--- src/rtl/register_file_2r1w.sv ---
// Two-read, one-write register file with lane-masked writes, registered reads,
// optional write-first forwarding and a sequential whole-array clear engine.
//
// state | meaning
// IDLE  | normal operation, writes accepted, waiting for clr_req
// SWEEP | zeroing entry[ptr] each cycle, user writes dropped
module register_file_2r1w #(
  parameter int DATA_WIDTH = 8,
  parameter int ADDR_WIDTH = 2,
  parameter int LANE_WIDTH = 8,
  parameter int BYPASS     = 1
) (
  input  logic                               clk,
  input  logic                               reset,
  input  logic                               w_en,
  input  logic [ADDR_WIDTH-1:0]              w_addr,
  input  logic [DATA_WIDTH-1:0]              w_data,
  input  logic [DATA_WIDTH/LANE_WIDTH-1:0]   w_be,
  output logic                               w_err,
  input  logic                               r_en_a,
  input  logic [ADDR_WIDTH-1:0]              r_addr_a,
  output logic [DATA_WIDTH-1:0]              r_data_a,
  output logic                               r_valid_a,
  input  logic                               r_en_b,
  input  logic [ADDR_WIDTH-1:0]              r_addr_b,
  output logic [DATA_WIDTH-1:0]              r_data_b,
  output logic                               r_valid_b,
  input  logic                               clr_req,
  output logic                               clr_busy
);

  localparam int NUM_LANES = DATA_WIDTH / LANE_WIDTH;
  localparam int DEPTH     = 2 ** ADDR_WIDTH;
  localparam logic [ADDR_WIDTH-1:0] LAST_ADDR = ADDR_WIDTH'(DEPTH - 1);

  typedef enum logic {IDLE, SWEEP} state_t;

  state_t                  state;
  logic [ADDR_WIDTH-1:0]   ptr;
  logic [DATA_WIDTH-1:0]   mem [DEPTH];

  logic                    wr_acc;
  logic                    sweep_we;
  logic [DATA_WIDTH-1:0]   fwd_a;
  logic [DATA_WIDTH-1:0]   fwd_b;

  assign wr_acc   = w_en && !clr_busy;
  // A reset edge must not clear one more entry.
  assign sweep_we = (state == SWEEP) && !reset;

  always_ff @(posedge clk) begin
    if (reset) begin
      state    <= IDLE;
      ptr      <= '0;
      clr_busy <= 1'b0;
    end else begin
      case (state)
        IDLE: begin
          if (clr_req) begin
            state    <= SWEEP;
            ptr      <= '0;
            clr_busy <= 1'b1;
          end
        end
        SWEEP: begin
          if (ptr == LAST_ADDR) begin
            state    <= IDLE;
            ptr      <= '0;
            clr_busy <= 1'b0;
          end else begin
            ptr <= ptr + 1'b1;
          end
        end
        default: begin
          state    <= IDLE;
          ptr      <= '0;
          clr_busy <= 1'b0;
        end
      endcase
    end
  end

  always_ff @(posedge clk) begin
    if (reset) begin
      w_err <= 1'b0;
    end else begin
      w_err <= w_en && clr_busy;
    end
  end

  // Storage is deliberately left out of reset.
  always_ff @(posedge clk) begin
    if (sweep_we) begin
      mem[ptr] <= '0;
    end else if (wr_acc) begin
      for (int i = 0; i < NUM_LANES; i++) begin
        if (w_be[i]) begin
          mem[w_addr][i*LANE_WIDTH +: LANE_WIDTH] <= w_data[i*LANE_WIDTH +: LANE_WIDTH];
        end
      end
    end
  end

  // Sweep writes forward as a full-lane zero write.
  always_comb begin
    fwd_a = mem[r_addr_a];
    fwd_b = mem[r_addr_b];
    if (BYPASS != 0) begin
      if (sweep_we) begin
        if (ptr == r_addr_a) fwd_a = '0;
        if (ptr == r_addr_b) fwd_b = '0;
      end else if (wr_acc) begin
        for (int i = 0; i < NUM_LANES; i++) begin
          if (w_be[i] && (w_addr == r_addr_a)) begin
            fwd_a[i*LANE_WIDTH +: LANE_WIDTH] = w_data[i*LANE_WIDTH +: LANE_WIDTH];
          end
          if (w_be[i] && (w_addr == r_addr_b)) begin
            fwd_b[i*LANE_WIDTH +: LANE_WIDTH] = w_data[i*LANE_WIDTH +: LANE_WIDTH];
          end
        end
      end
    end
  end

  always_ff @(posedge clk) begin
    if (reset) begin
      r_data_a  <= '0;
      r_valid_a <= 1'b0;
      r_data_b  <= '0;
      r_valid_b <= 1'b0;
    end else begin
      r_valid_a <= r_en_a;
      r_valid_b <= r_en_b;
      if (r_en_a) r_data_a <= fwd_a;
      if (r_en_b) r_data_b <= fwd_b;
    end
  end

endmodule

--- config.mk ---
export PLATFORM = sky130hd
export DESIGN_NAME = register_file_2r1w
export DESIGN_NICKNAME = d
export VERILOG_FILES = /design/src/rtl/register_file_2r1w.sv
export SDC_FILE = /design/constraint.sdc
export NUM_CORES = 1
export LEC_CHECK = 0
export CORE_MARGIN = 3
export CORE_UTILIZATION = 53
export CTS_BUF_LIST = sky130_fd_sc_hd__clkbuf_8
export DETAILED_ROUTE_END_ITERATION = 6
export PLACE_DENSITY = 0.85
export SLEW_MARGIN = 20
export SYNTH_ARGS = -nofsm -noshare
export SYNTH_HDL_FRONTEND = slang
export SYNTH_SLANG_ARGS = --single-unit
--- constraint.sdc ---
create_clock -name clk -period 2.7 [get_ports clk]
set_input_delay 0.54 -clock clk [delete_from_list [all_inputs] [get_ports clk]]
set_output_delay 0.54 -clock clk [all_outputs]
set_load 0.03 [all_outputs]
======== Yosys cells after proc, flatten, opt, wreduce, memory -nomap -nowiden ========
Memory sizes are Yosys's and may differ from the RTL's.
Cells that the tools add are included.
storage, ports and cells
  register bits after elaboration ......... 23
  RAM bits ................................ 32
  bits of input ports ..................... 21
  logic and storage cells ................. 53
  memories ................................ 1
operators by class
  $add $sub $neg .......................... 1
  equal/unequal tests ..................... 7
  mux-type cells .......................... 26
  bitwise operators ....................... 1
  reduce and logical (&&, ||, !) cells .... 9
memories
  memory  depth  bits a word  read ports  clocked after memory_dff  write ports  RTL line  source
  mem     4      8            2           0                         1            40        logic [DATA_WIDTH-1:0] mem [DEPTH];
operators by type and width
  operator                                               count
  2-to-1 mux 8 bit                                       9
  2-to-1 mux 1 bit                                       11
  == test 2 bit                                          4
  OR reduction 8 bit                                     1
  2-to-1 mux 2 bit                                       3
  logical AND 1 bit                                      5
  one-hot mux 1 bit (2 select lines)                     2
  one-hot mux 2 bit (2 select lines)                     1
  adder 2 x 1 -> 2 bit, second input constant            1
  == test 2 bit, second input constant                   1
  logical NOT 1 bit                                      2
  inequality test 2 x 1 -> 1 bit, second input constant  1
  inequality test 2 bit, second input constant           1
  AND reduction 2 bit                                    1
  inverter 1 bit                                         1

======== Longest topological paths before layout ========
Gate-level depths: netlist of run 1.
  depth in word-level cells ............... 7
  gate-level depth with buffers ........... 6
  depth with buffers taken out ............ 5

======== Worst setup path after synthesis of run 1 ========
OpenSTA, ideal clock, no wires.
  kind .................................... in2reg
  from .................................... in w_be
  to ...................................... mem mem[3][0] (enable)
  setup time .............................. 0.376 ns
  arrival ................................. 1.576 ns
  slack ................................... 0.747 ns
  cell stages on the path ................. 5
  path buffers ............................ 1
  cells stage by stage .................... nand2_1 nor3_4 buf_6 nand2_1 o22ai_1
on the way
  longest elaborated chain between the ends .. 6
  elaborated cells between the ends (all ways) .. 7
RTL lines
  item                                                            RTL line  source
  start: declaration                                              18        input logic [DATA_WIDTH/LANE_WIDTH-1:0] w_be,
  2-to-1 mux 1 bit (*)                                            97        if (w_be[i]) begin
  2-to-1 mux 1 bit (*)                                            95        end else if (wr_acc) begin
  2-to-1 mux 1 bit (*)                                            93        if (sweep_we) begin
  2-to-1 mux 1 bit (not written as such) (*)                      98        mem[w_addr][i*LANE_WIDTH +: LANE_WIDTH] <= w_data[i*LANE_WIDTH +: LANE_WIDTH];
  OR reduction 8 bit (no line)                                    n/a
  2-to-1 mux 2 bit (no line) or 2-to-1 mux 1 bit (tied branches)  n/a
  end: declaration                                                40
Every way passes the cells marked *; elsewhere a longest branch is shown, timed or not.

======== Final worst setup path of run 1 ========
  from .................................... reg clr_busy
  to ...................................... out clr_busy
RTL lines
  item                      RTL line  source
  start: declaration        29        output logic clr_busy
  start signal: assignment  55        clr_busy <= 1'b0;
  start signal: assignment  62        clr_busy <= 1'b1;
  start signal: assignment  69        clr_busy <= 1'b0;
No word-level cell between the ends.

==> results of run 1 <==
==> cell families after synthesis <==
family                   after synthesis
AO/OA/AOI/OAI                         42
XOR/XNOR                               8
adder cells (fa/ha/maj)                1
buffers and inverters                 17
flip-flops                            55
multiplexers                          16
AND/OR/NAND/NOR                       96
==> worst paths after layout <==
| path | from | end | slack [ns] |
|---|---|---|---|
| setup / recovery | clr_busy | clr_busy | 0.68 |
| hold / removal | clr_busy | w_err | 0.52 |
| setup reg to reg | state | mem[2][7] | 1.12 |
| hold reg to reg | clr_busy | w_err | 0.52 |
==> cells in the final DEF, fill, tap and decap left out, types with 2 or more instances in the layout <==
master           count
a21oi_1              4
dfxtp_1             23
nand2_1             22
o32ai_1              2
nor2b_1              2
and2_1               8
inv_1                2
clkbuf_8             5
clkdlybuf4s50_1     40
clkinv_4             2
nor2_2               2
mux4_2              16
nor2_1              37
a41oi_1             16
nand2b_1             4
buf_4               11
xor2_1               8
nor3_1              19
o21ai_1             16
edfxtp_1            32
o22ai_1              2
==> power groups by stage <==
stage	combinational, uW	sequential (uW)	clock [uW]
finish	346	954	478
global route	373	960	524
CTS	347	954	481
detailed placement	345	973	0
global placement	340	971	0
floorplan	166	1020	0
==> routing by layer <==
layer | vias up | global-route usage | share of wire
met5 | - | 0 | 0
met4 | 0 | 0.0569 | 0.012
met3 | 6 | 0.0364 | 0.052
met2 | 70 | 0.302 | 0.48
met1 | 946 | 0.279 | 0.46
li1 | 961 | - | -
==> stage by stage <==
stage          instance area [um2]  utilization  setup slack [ns]  hold WS (ns)  std cells
6_report                      3270        0.679             0.677         0.524        346
5_1_grt                       3270        0.679             0.639         0.536        346
4_1_cts                       3270        0.679             0.662         0.528        346
3_5_place_dp                  3170        0.658             0.467         0.510        338
3_3_place_gp                  3170        0.658             0.520         0.506        338
2_1_floorplan                 2690            -             0.747         0.545        235
==> cell type report <==
cell class	count	area, um2
multi-input cells	163	1180
clock buffers	5	68.8
flip-flops and latches	55	1420
inverters	2	7.51
repair buffers	51	483
well taps	67	83.8
fillers	350	1550
clock inverters	3	28.8
==> sequential cells by signal, indices dropped and copies added, names as in the netlist <==
signal     count
w_err          1
r_data_a       8
r_valid_b      1
r_data_b       8
state          1
mem           32
ptr            2
r_valid_a      1
clr_busy       1
==> results.ini, run 1 <==
[floorplanning]
die_h_um=77.3
core_area_um2=4820
io_pins=41
start_util=0.559
fp.dieW_um=77.3
die_area_um2=5970
rows=25

[synthesis]
yosysMostFrequentCell=nor2_1
ys_ff_latch=55
yosys.area.top_type=edfxtp_1
synth-compound-area-share=0.106
synth-async-reset-ratio=0
ys.warnings.count=0
synthAdderAreaFrac=0.00465
syn_avg_cell_area_um2=11.5
syn_nets=257
yosysTopAreaCellShare=0.357
muxShareOfSynthArea=0.134
synth_cells=235
yosys.cell_types.count=27
synth_area_leaders=edfxtp_1 (36%), dfxtp_1 (17%), mux4_2 (13%)
synth_edf_count=32
synth_xor_area_frac=0.0260
seq_area_frac_synth=0.528
syn_area_um2=2690
synth_top_family_by_area=simple AND/OR/NAND/NOR gates
synth-simple-area-share=0.166
synth-main-ff-cell=edfxtp_1
synth_top_cells_by_count=nor2_1 (37), edfxtp_1 (32), dfxtp_1 (23)

[global_routing]
grt_use_total=0.194
grt_pass1_vias=1829
grt_max_degree=38
antenna_found_initial=0
grt_pass1_wl_um=9110
grt_overflow=0

[setup_path]
crit_buf_inv=1
cp.arrival_ns=1.48
crit_path_start_kind=flip-flop
path_class=reg2out
cp_slowest_cell=clkdlybuf4s50_1
r2r_cells=5
path_depth=1
cp_max_fo=4
crit_chain=clkdlybuf4s50_1
cp_top_family=buffers and inverters
worstPathRequired_ns=2.16
crit_path_end_kind=output port
cpPeakStageDelay_ns=0.71

[sta]
drv_slew=0
post-route-min-period_ns=2.02
fin_setup_tns_ns=0
fmax_mhz=494
final.period_utilization=0.749
tightestPinTransition_ns=0.550
setup_viol=0
finalHoldViolCount=0
rsz0062_at_grt=false
relSlewSlack=0.632
fin_skew_ns=0.0137

[clock_network]
cts.htree.levels=2
path_clk_slew_ns=0.10
cts_sinks=55
post_cts_buffers=0
ctsLongestPathBuffers=2
insertion_delay_ns=0.32
cts_root_buffer=clkbuf_8
ctsHoldBuffers=0
cts.repair.resized=0
numCtsBuffers=5
cts_tree=done

[route]
drtIter0Drc=171
dr.pass1.iters=4
wire_per_inst_um=16.3
drtAntennaViolNets=0
vias=1983
route.detailed.drc=0
vias_per_cell=5.73
drt_wl_total_um=5620

[placed_design]
dp.final_hpwl_um=4260
gp_congestion=0.831
portBuffers=40

[job]
max_cap_viol_count=0

[power]
power.total_uw=1780
intPower_uw=1270
pwr-share-seq=0.537
p_leak_uw=0.00116
p_sw_uw=505
ir_worst_vdd_uv=394
power_density_nw_per_um2=544
swShare=0.284
pwr-share-clk=0.269
combPwrFrac=0.195

[layout]
finish.net_count=300
drive_above_1_share=0.143
synthToLayoutAreaGrowth_pct=21.4
diodes=0

[worst_hold_path]
hold_path.class=reg2reg
min_path_cells=2

[status]
status=finished clean

Power figures use the tool's default switching activity.
==> run 2, diff against run 1 <==
- CORE_UTILIZATION: 53 -> 50
- PLACE_DENSITY: 0.85 -> 0.84
- clock period: 2.7 -> 1.8 ns (I/O delays scaled with it)
==> results.ini, run 2 (synthesis gave the netlist of run 1 again) <==
[clock_network]
cts_root_buffer=clkbuf_8
ctsLongestPathBuffers=2
path_clk_slew_ns=0.11
cts_sinks=55
post_cts_buffers=0
cts_tree=done
cts.htree.levels=2
numCtsBuffers=5
insertion_delay_ns=0.34

[setup_path]
crit_buf_inv=1
path_depth=1
cp_slowest_cell=clkdlybuf4s50_1
cpPeakStageDelay_ns=0.71
path_class=reg2out
crit_chain=clkdlybuf4s50_1
worstPathRequired_ns=1.44
crit_path_end_kind=output port
cp_top_family=buffers and inverters
r2r_cells=5
crit_path_start_kind=flip-flop
cp.arrival_ns=1.41
cp_max_fo=2

[global_routing]
grt_use_total=0.210
grt_max_degree=35
antenna_found_initial=0
grt_pass1_vias=1885
grt_overflow=0
grt_pass1_wl_um=9950

[worst_hold_path]
min_path_cells=2
hold_path.class=reg2reg

[layout]
drive_above_1_share=0.193
fin_area_um2=3450
final_cell_mix=clkdlybuf4s50_1 (39), nor2_1 (37), edfxtp_1 (32)
largest_reg_flops=32
synthToLayoutAreaGrowth_pct=28.1
top_regs=mem x32, r_data_a x8, r_data_b x8
fillCellCount=339
post-route-util=0.667
diodes=0
regMostFlops=mem
finish.net_count=317
final_common_cell=clkdlybuf4s50_1

[floorplanning]
io_pins=41
fp.dieW_um=79.4
core_area_um2=5170
rows=26
start_util=0.521
die_area_um2=6300
die_h_um=79.4

[route]
route.met2.wl_um=2880
drt_wl_total_um=6040
top_layer=met4
route.detailed.drc=0
vias=2049
wire_per_inst_um=16.5
drtAntennaViolNets=0
dr.pass1.iters=4
vias_per_cell=5.60
routed-wl-met3_um=382
wl_met1_um=2690
drtIter0Drc=150

[sta]
fmax_mhz=564
rsz0062_at_grt=true
fin_skew_ns=0.0147
relSlewSlack=0.737
setup_viol=0
post-route-min-period_ns=1.77
tightestPinTransition_ns=0.394
hold_ws_ns=0.507
setup_slack_ns=0.0261
final.period_utilization=0.985
drv_slew=0
finalHoldViolCount=0

[job]
max_cap_viol_count=0

[power]
ir_worst_vdd_uv=664
power_density_nw_per_um2=793
p_leak_uw=0.00126
power.total_uw=2740

[status]
status=finished clean

[placed_design]
pre_cts_slack_ns=-0.240
gp_congestion=0.832
place_area_um2=3350
dp.final_hpwl_um=4440
portBuffers=40

[run 2: cell type report]
cell class	count	area [um2]	area share
clock inverters	3	27.5	0.00798
repair buffers	68	659	0.191
flip-flops and latches	55	1420	0.412
multi-input cells	163	1180	0.341
inverters	2	7.51	0.00218
well taps	70	87.6	0.0254
clock buffers	5	68.8	0.0200
[run 2: path summary, 6_finish.rpt]
path | startpoint | endpoint | slack [ns]
worst min register to register | clr_busy | w_err | 0.51
worst max-delay path | r_data_b[5] | r_data_b[5] | 0.03
worst min-delay path | clr_busy | w_err | 0.51
worst max register to register | state | mem[2][2] | 0.21
[run 2: report_power, final]
group / leakage, uW / internal (uW) / switching, uW
logic: 0.000709 / 270 / 304
clock network: 0.0000463 / 286 / 443
registers: 0.000508 / 1390 / 42.0
[run 2: repair_timing]
action / 4_1_cts / 5_1_grt
endpoints found under the setup margin: 1 / 4
hold buffers: 0 / 0
gates resized for setup: 1 / 0
[run 2: metrics by stage]
step                      std cells  TNS, ns
after floorplan                 235    -1.29
after global placement          358    -9.81
after detailed placement        358   -12.15
after CTS                       366        0
after global routing            366  -0.0283
final                           366        0
[run 2: layer usage]
| layer | track usage | up-vias |
|---|---|---|
| met2 | 0.326 | 82 |
| met3 | 0.0395 | 10 |
| met4 | 0.0619 | 0 |
| li1 | - | 1000 |
| met1 | 0.302 | 957 |
| met5 | 0 | - |
==> RTL change 1 (flow settings as in run 1) <==
Remove the register `r_valid_a`: a continuous assignment takes its place, so the output `r_valid_a` follows one clock earlier.
--- a/src/rtl/register_file_2r1w.sv
+++ b/src/rtl/register_file_2r1w.sv
@@ -125,16 +125,16 @@
   always_ff @(posedge clk) begin
     if (reset) begin
       r_data_a  <= '0;
-      r_valid_a <= 1'b0;
       r_data_b  <= '0;
       r_valid_b <= 1'b0;
     end else begin
-      r_valid_a <= r_en_a;
       r_valid_b <= r_en_b;
       if (r_en_a) r_data_a <= fwd_a;
       if (r_en_b) r_data_b <= fwd_b;
     end
   end
 
+  assign r_valid_a = r_en_a;
+
 endmodule
 
Formal check against the unedited RTL: not equivalent (a bounded check fails within 4 cycles, from zero or initial values and one cycle with reset high).
==> RTL change 1 against run 1 <==
Via count grew 4.2%; clock power decreased by 1%; global-route usage up 2.2 points; clock skew fell by 0.00095 ns; combinational power rose by 1%; synthesized area shrank 0.14%; setup slack got worse by 0.22 ns; first-iteration DRC count increased by 8.2%; total power shrank 0.93%; sequential cell count down 1; wire length increased by 7.4%; non-clock buffer count up 2; final area is 0.42% lower.
==> RTL change 1: results (changes against run 1) <==
Status
  – Outcome: completed (unchanged)

CTS
  – Clock latency on the worst-skew pair: 0.32 ns (about the same)
  – CTS buffer count: 5 (unchanged)
  – CTS H-Tree Depth: 2 (unchanged)
  – Postcts setup bufs: 0 (unchanged)
  – Post_cts resized: 0 (unchanged)
  – Clock Path Buffers: 2 (unchanged)
  – Clock Tree Root: clkbuf_8 (unchanged)
  – Clk pin slew, worst setup/hold paths: 0.09 ns

Critical path
  – Worst EP arrival: 1.70 ns (was 1.48 ns)
  – Largest stage delay, worst path: 0.67 ns (was 0.71 ns)
  – Critical path's top delay family: buffers and inverters (unchanged)
  – Crit path max fanout: 2 (was 4)
  – Slowest stage cell, crit path: clkdlybuf4s50_1 (unchanged)

Logic synthesis
  – EDFF count, synth: 32 (unchanged)
  – Synth warnings: 0 (unchanged)
  – Adder-cell share of the synthesized area: 0.465% (about the same)
  – Sequential share of the synthesized area: 52.1% (was 52.8%)
  – Synth top cells by count: 37 x nor2_1, 32 x edfxtp_1, 22 x dfxtp_1, 22 x nand2_1, 19 x nor3_1 (was 37 x nor2_1, 32 x edfxtp_1, 23 x dfxtp_1)
  – Compound-gate portion of the synthesized area: 10.7% (was 10.6%)
  – Syn nets: 256 (was 257)
  – Post-synthesis xor/xnor area fraction: 2.61% (was 2.60%)
  – Top cells by area, synth: edfxtp_1 36%, dfxtp_1 16%, mux4_2 13%, a41oi_1 5.2%, nor2_1 5.2% (was edfxtp_1 36%, dfxtp_1 17%, mux4_2 13%, a41oi_1 5.2%, nor2_1 5.2%)
  – Post-Syn Area per Cell: 11.5 sq um (about the same)
  – Post-synth cell types: 27 (unchanged)
  – Asr flop ratio synth: 0% (unchanged)
  – Mux contribution to synthesized area: 13.4% (about the same)

Detailed routing
  – Initial DRT Pass Iterations: 5 (was 4)
  – Vias: 2,066 (was 1,983)
  – DR vias/cell: 5.97 (was 5.73)
  – Initial DRC Count: 185 (was 171)
  – Drt total wl: 6040 um (was 5620 um)

Place
  – GPL Wtd Cong: 0.817 (was 0.831)
  – Placed Cells: 338 (unchanged)
  – Post-DP HPWL: 4350 um (was 4260 um)
  – IO Port Bufs: 40 (unchanged)

Layout
  – Fill count: 375 (was 350)
  – Share of layout cells above drive strength 1: 14.7% (was 14.3%)
  – Ant. Diodes: 0 (unchanged)

STA
  – Max Clock Skew: 0.0128 ns (was 0.0137 ns)
  – Worst slew pin tran: 0.549 ns (was 0.550 ns)

Global route
  – Largest net degree at the start of global routing: 27 (was 38)
  – GRT Resource Usage Total: 21.6% (was 19.4%)
  – Vias in the first global route: 1,982 (was 1,829)
  – Global-route wire length before repair: 9860 um (was 9110 um)
  – Grt ovf: 0 (unchanged)

Power and ir drop
  – LEAKAGE: 0.00116 uW (about the same)
  – VDD IR max: 0.339 mV (was 0.394 mV)

Hold path
  – Worst Hold Class: reg -> reg (unchanged)
-- RTL change 1: cell count changes after synthesis, sizes merged --
cell	before	now
buf	10	14
clkbuf	5	2
dfxtp	23	22
nor2b	3	2
-- RTL change 1: per-layer routing --
layer	GRT usage [%]	vias to the layer above	wire, um
met4	8.19	0	112
met1	27.1	1004	2450
li1	-	961	-
met2	37.0	88	3050
met5	0	-	0
met3	4.23	13	427
-- RTL change 1: worst paths after layout --
kind	startpoint	to	slack, ns	cells after the start
worst max-delay path	r_en_a	r_valid_a	0.46	2
worst min-delay path	clr_busy$_SDFFE_PP0P_	w_err$_SDFF_PP0_	0.52	2
worst max register to register	state$_SDFF_PP0_	r_data_b[1]$_SDFFE_PP0P_	1.06	5
worst min register to register	clr_busy$_SDFFE_PP0P_	w_err$_SDFF_PP0_	0.52	2
-- RTL change 1: cell type report --
cell class | count | area, sq um | area share (%)
well taps | 67 | 83.8 | 2.57
flip-flops and latches | 54 | 1400 | 43.0
clock inverters | 2 | 12.5 | 0.384
repair buffers | 53 | 498 | 15.3
clock buffers | 6 | 82.6 | 2.54
inverters | 2 | 7.51 | 0.231
multi-input cells | 162 | 1170 | 35.9
-- RTL change 1: logic make-up after synthesis --
family | count (synthesis)
and+or+nand+nor | 95
buffers and inverters | 18
adders and majority gates | 1
xor gates and xnor gates | 8
AOI/OAI and AO/OA | 42
DFF | 54
muxes | 16
-- RTL change 1: metrics by stage --
stage	hold WS (ns)	total power [uW]	setup WS, ns	cell area [sq um]	utilization [%]
after CTS	0.519	1770	0.452	3260	67.6
after global routing	0.548	1840	0.440	3260	67.6
after detailed placement	0.507	1310	0.431	3160	65.6
after global placement	0.495	1300	0.444	3160	65.6
final	0.516	1760	0.462	3260	67.6
after floorplan	0.545	1170	0.747	2690	-
-- RTL change 1: report_power, final --
group,switching (uW),internal (uW)
logic,197,153
registers,26.5,912
clock network,265,209
total,488,1270
==> RTL change 2 (config.mk and constraints of run 1) <==
Made on the original files. The parameter `BYPASS` goes from 1 to 0.
--- a/src/rtl/register_file_2r1w.sv
+++ b/src/rtl/register_file_2r1w.sv
@@ -8,7 +8,7 @@
   parameter int DATA_WIDTH = 8,
   parameter int ADDR_WIDTH = 2,
   parameter int LANE_WIDTH = 8,
-  parameter int BYPASS     = 1
+  parameter int BYPASS     = 0
 ) (
   input  logic                               clk,
   input  logic                               reset,
Behaviour: not the same (Yosys sat finds a counterexample within 4 cycles, from zero or initial values and one cycle with reset high).
==> RTL change 2 against run 1 <==
Wire length shrank 26%; sequential cell count is the same; setup slack lost 0.043 ns; final area shrank 13%; total power shrank 5.4%; synthesized area shrank 14%; synthesized cell count shrank 37%; utilization grew 1.4 points; largest cell class unchanged; largest power group unchanged; highest routed layer unchanged.
==> RTL change 2: results (changes against run 1) <==
Global route
  – Global-route wire length before repair: 7000 um (was 9110 um)
  – Vias in the first global route: 1,383 (was 1,829)
  – GRT Resource Usage Total: 17.9% (was 19.4%)
  – Antenna violations before repair: 0 (unchanged)
  – Largest net degree at the start of global routing: 24 (was 38)

Detailed routing
  – Drt total wl: 4150 um (was 5620 um)
  – Initial DRC Count: 75 (was 171)
  – Initial DRT Pass Iterations: 5 (was 4)
  – DR vias/cell: 5.50 (was 5.73)

Critical path
  – Worst EP arrival: 2.02 ns (was 1.48 ns)
  – Critical path capture point type: register (was output port)
  – R2r setup slk: 0.95 ns (was 1.12 ns)
  – R2R cell count: 3 (was 5)
  – R2R Path End: mem[3][3]$_DFFE_PP_ (was mem[2][7]$_DFFE_PP_)
  – Largest stage delay, worst path: 0.53 ns (was 0.71 ns)
  – Crit path max fanout: 8 (was 4)
  – Slowest stage cell, crit path: clkdlybuf4s50_1 (unchanged)
  – Critical path's top delay family: buffers and inverters (unchanged)
  – Critical Path Start: reset (was clr_busy$_SDFFE_PP0P_)

Logic synthesis
  – Compound-gate portion of the synthesized area: 2.82% (was 10.6%)
  – Top cells by area, synth: edfxtp_1 42%, dfxtp_1 20%, mux4_2 16%, mux2i_1 7.0%, nor2_1 3.3% (was edfxtp_1 36%, dfxtp_1 17%, mux4_2 13%, a41oi_1 5.2%, nor2_1 5.2%)
  – Post-synthesis xor/xnor area fraction: 0% (was 2.60%)
  – Sequential share of the synthesized area: 61.7% (was 52.8%)
  – Synth top cells by count: 32 x edfxtp_1, 23 x dfxtp_1, 20 x nor2_1 (was 37 x nor2_1, 32 x edfxtp_1, 23 x dfxtp_1)
  – Post-synth cell types: 21 (was 27)
  – Asr flop ratio synth: 0% (unchanged)
  – Adder-cell share of the synthesized area: 0.543% (was 0.465%)
  – Synth warnings: 0 (unchanged)
  – Mux contribution to synthesized area: 22.6% (was 13.4%)
  – Syn nets: 171 (was 257)

Place
  – GPL Wtd Cong: 0.732 (was 0.831)
  – IO Port Bufs: 40 (unchanged)
  – Area post-placement: 2720 sq um (was 3170 sq um)
  – Post-DP HPWL: 3200 um (was 4260 um)

CTS
  – Clock latency on the worst-skew pair: 0.29 ns (was 0.32 ns)
  – Post_cts resized: 0 (unchanged)
  – Postcts setup bufs: 0 (unchanged)
  – CTS H-Tree Depth: 2 (unchanged)
  – Clock Tree Root: clkbuf_8 (unchanged)

Layout
  – Share of layout cells above drive strength 1: 14.7% (was 14.3%)
  – Nets@finish: 211 (was 300)
  – Top Registers: mem: 32 flops, r_data_a: 8 flops, r_data_b: 8 flops (unchanged)
  – Fill count: 275 (was 350)

Hold path
  – Hold_sp: clr_busy$_SDFFE_PP0P_ (unchanged)

STA
  – Pins Over Slew Limit: 0 (unchanged)
  – Worst slew pin tran: 0.525 ns (was 0.550 ns)
  – Max Clock Skew: 0.00598 ns (was 0.0137 ns)

Status
  – Outcome: completed (unchanged)

Power and ir drop
  – VDD IR max: 0.411 mV (was 0.394 mV)
  – LEAKAGE: 0.00103 uW (was 0.00116 uW)
==> RTL change 2: report_power, final <==
group	switching, uW	internal (uW)	leakage (uW)
clock network	242	271	0.0000517
logic	111	115	0.000486
registers	21.1	922	0.000492
total	374	1310	0.00103
==> RTL change 2: routing by layer <==
| layer | GRT usage [%] | up-vias | part of all wire, % |
|---|---|---|---|
| li1 | - | 638 | - |
| met1 | 23.6 | 642 | 44 |
| met2 | 29.0 | 34 | 51 |
| met3 | 4.99 | 6 | 3.7 |
| met4 | 6.26 | 0 | 1.5 |
| met5 | 0 | - | 0 |
==> RTL change 2: how the worst min path moves through the flow <==
| stage | endpoint | slack, ns | cells past startpoint |
|---|---|---|---|
| 5_1_grt | w_err$_SDFF_PP0_ | 0.51 | 2 |
| 2_1_floorplan | ptr[1]$_SDFFE_PP0P_ | 0.54 | 2 |
| 3_5_place_dp | w_err$_SDFF_PP0_ | 0.47 | 2 |
| 6_report | w_err$_SDFF_PP0_ | 0.48 | 2 |
| 3_3_place_gp | w_err$_SDFF_PP0_ | 0.46 | 2 |
| 4_1_cts | w_err$_SDFF_PP0_ | 0.49 | 2 |
==> RTL change 2: final cells by class <==
type | instances | area share (%)
well taps | 50 | 2.21
inverters | 3 | 0.398
clock buffers | 5 | 2.43
clock inverters | 3 | 1.37
multi-input cells | 82 | 28.7
flip-flops and latches | 55 | 50.2
repair buffers | 42 | 14.7
==> RTL change 2: per-stage QoR <==
stage | utilization, % | setup slack (ns) | cells | power, uW
2_1_floorplan | - | 1.10 | 149 | 1100
3_5_place_dp | 66.6 | 0.315 | 232 | 1190
5_1_grt | 69.2 | 0.558 | 240 | 1750
6_report | 69.2 | 0.635 | 240 | 1680
4_1_cts | 69.2 | 0.621 | 240 | 1690
3_3_place_gp | 66.6 | 0.428 | 232 | 1180
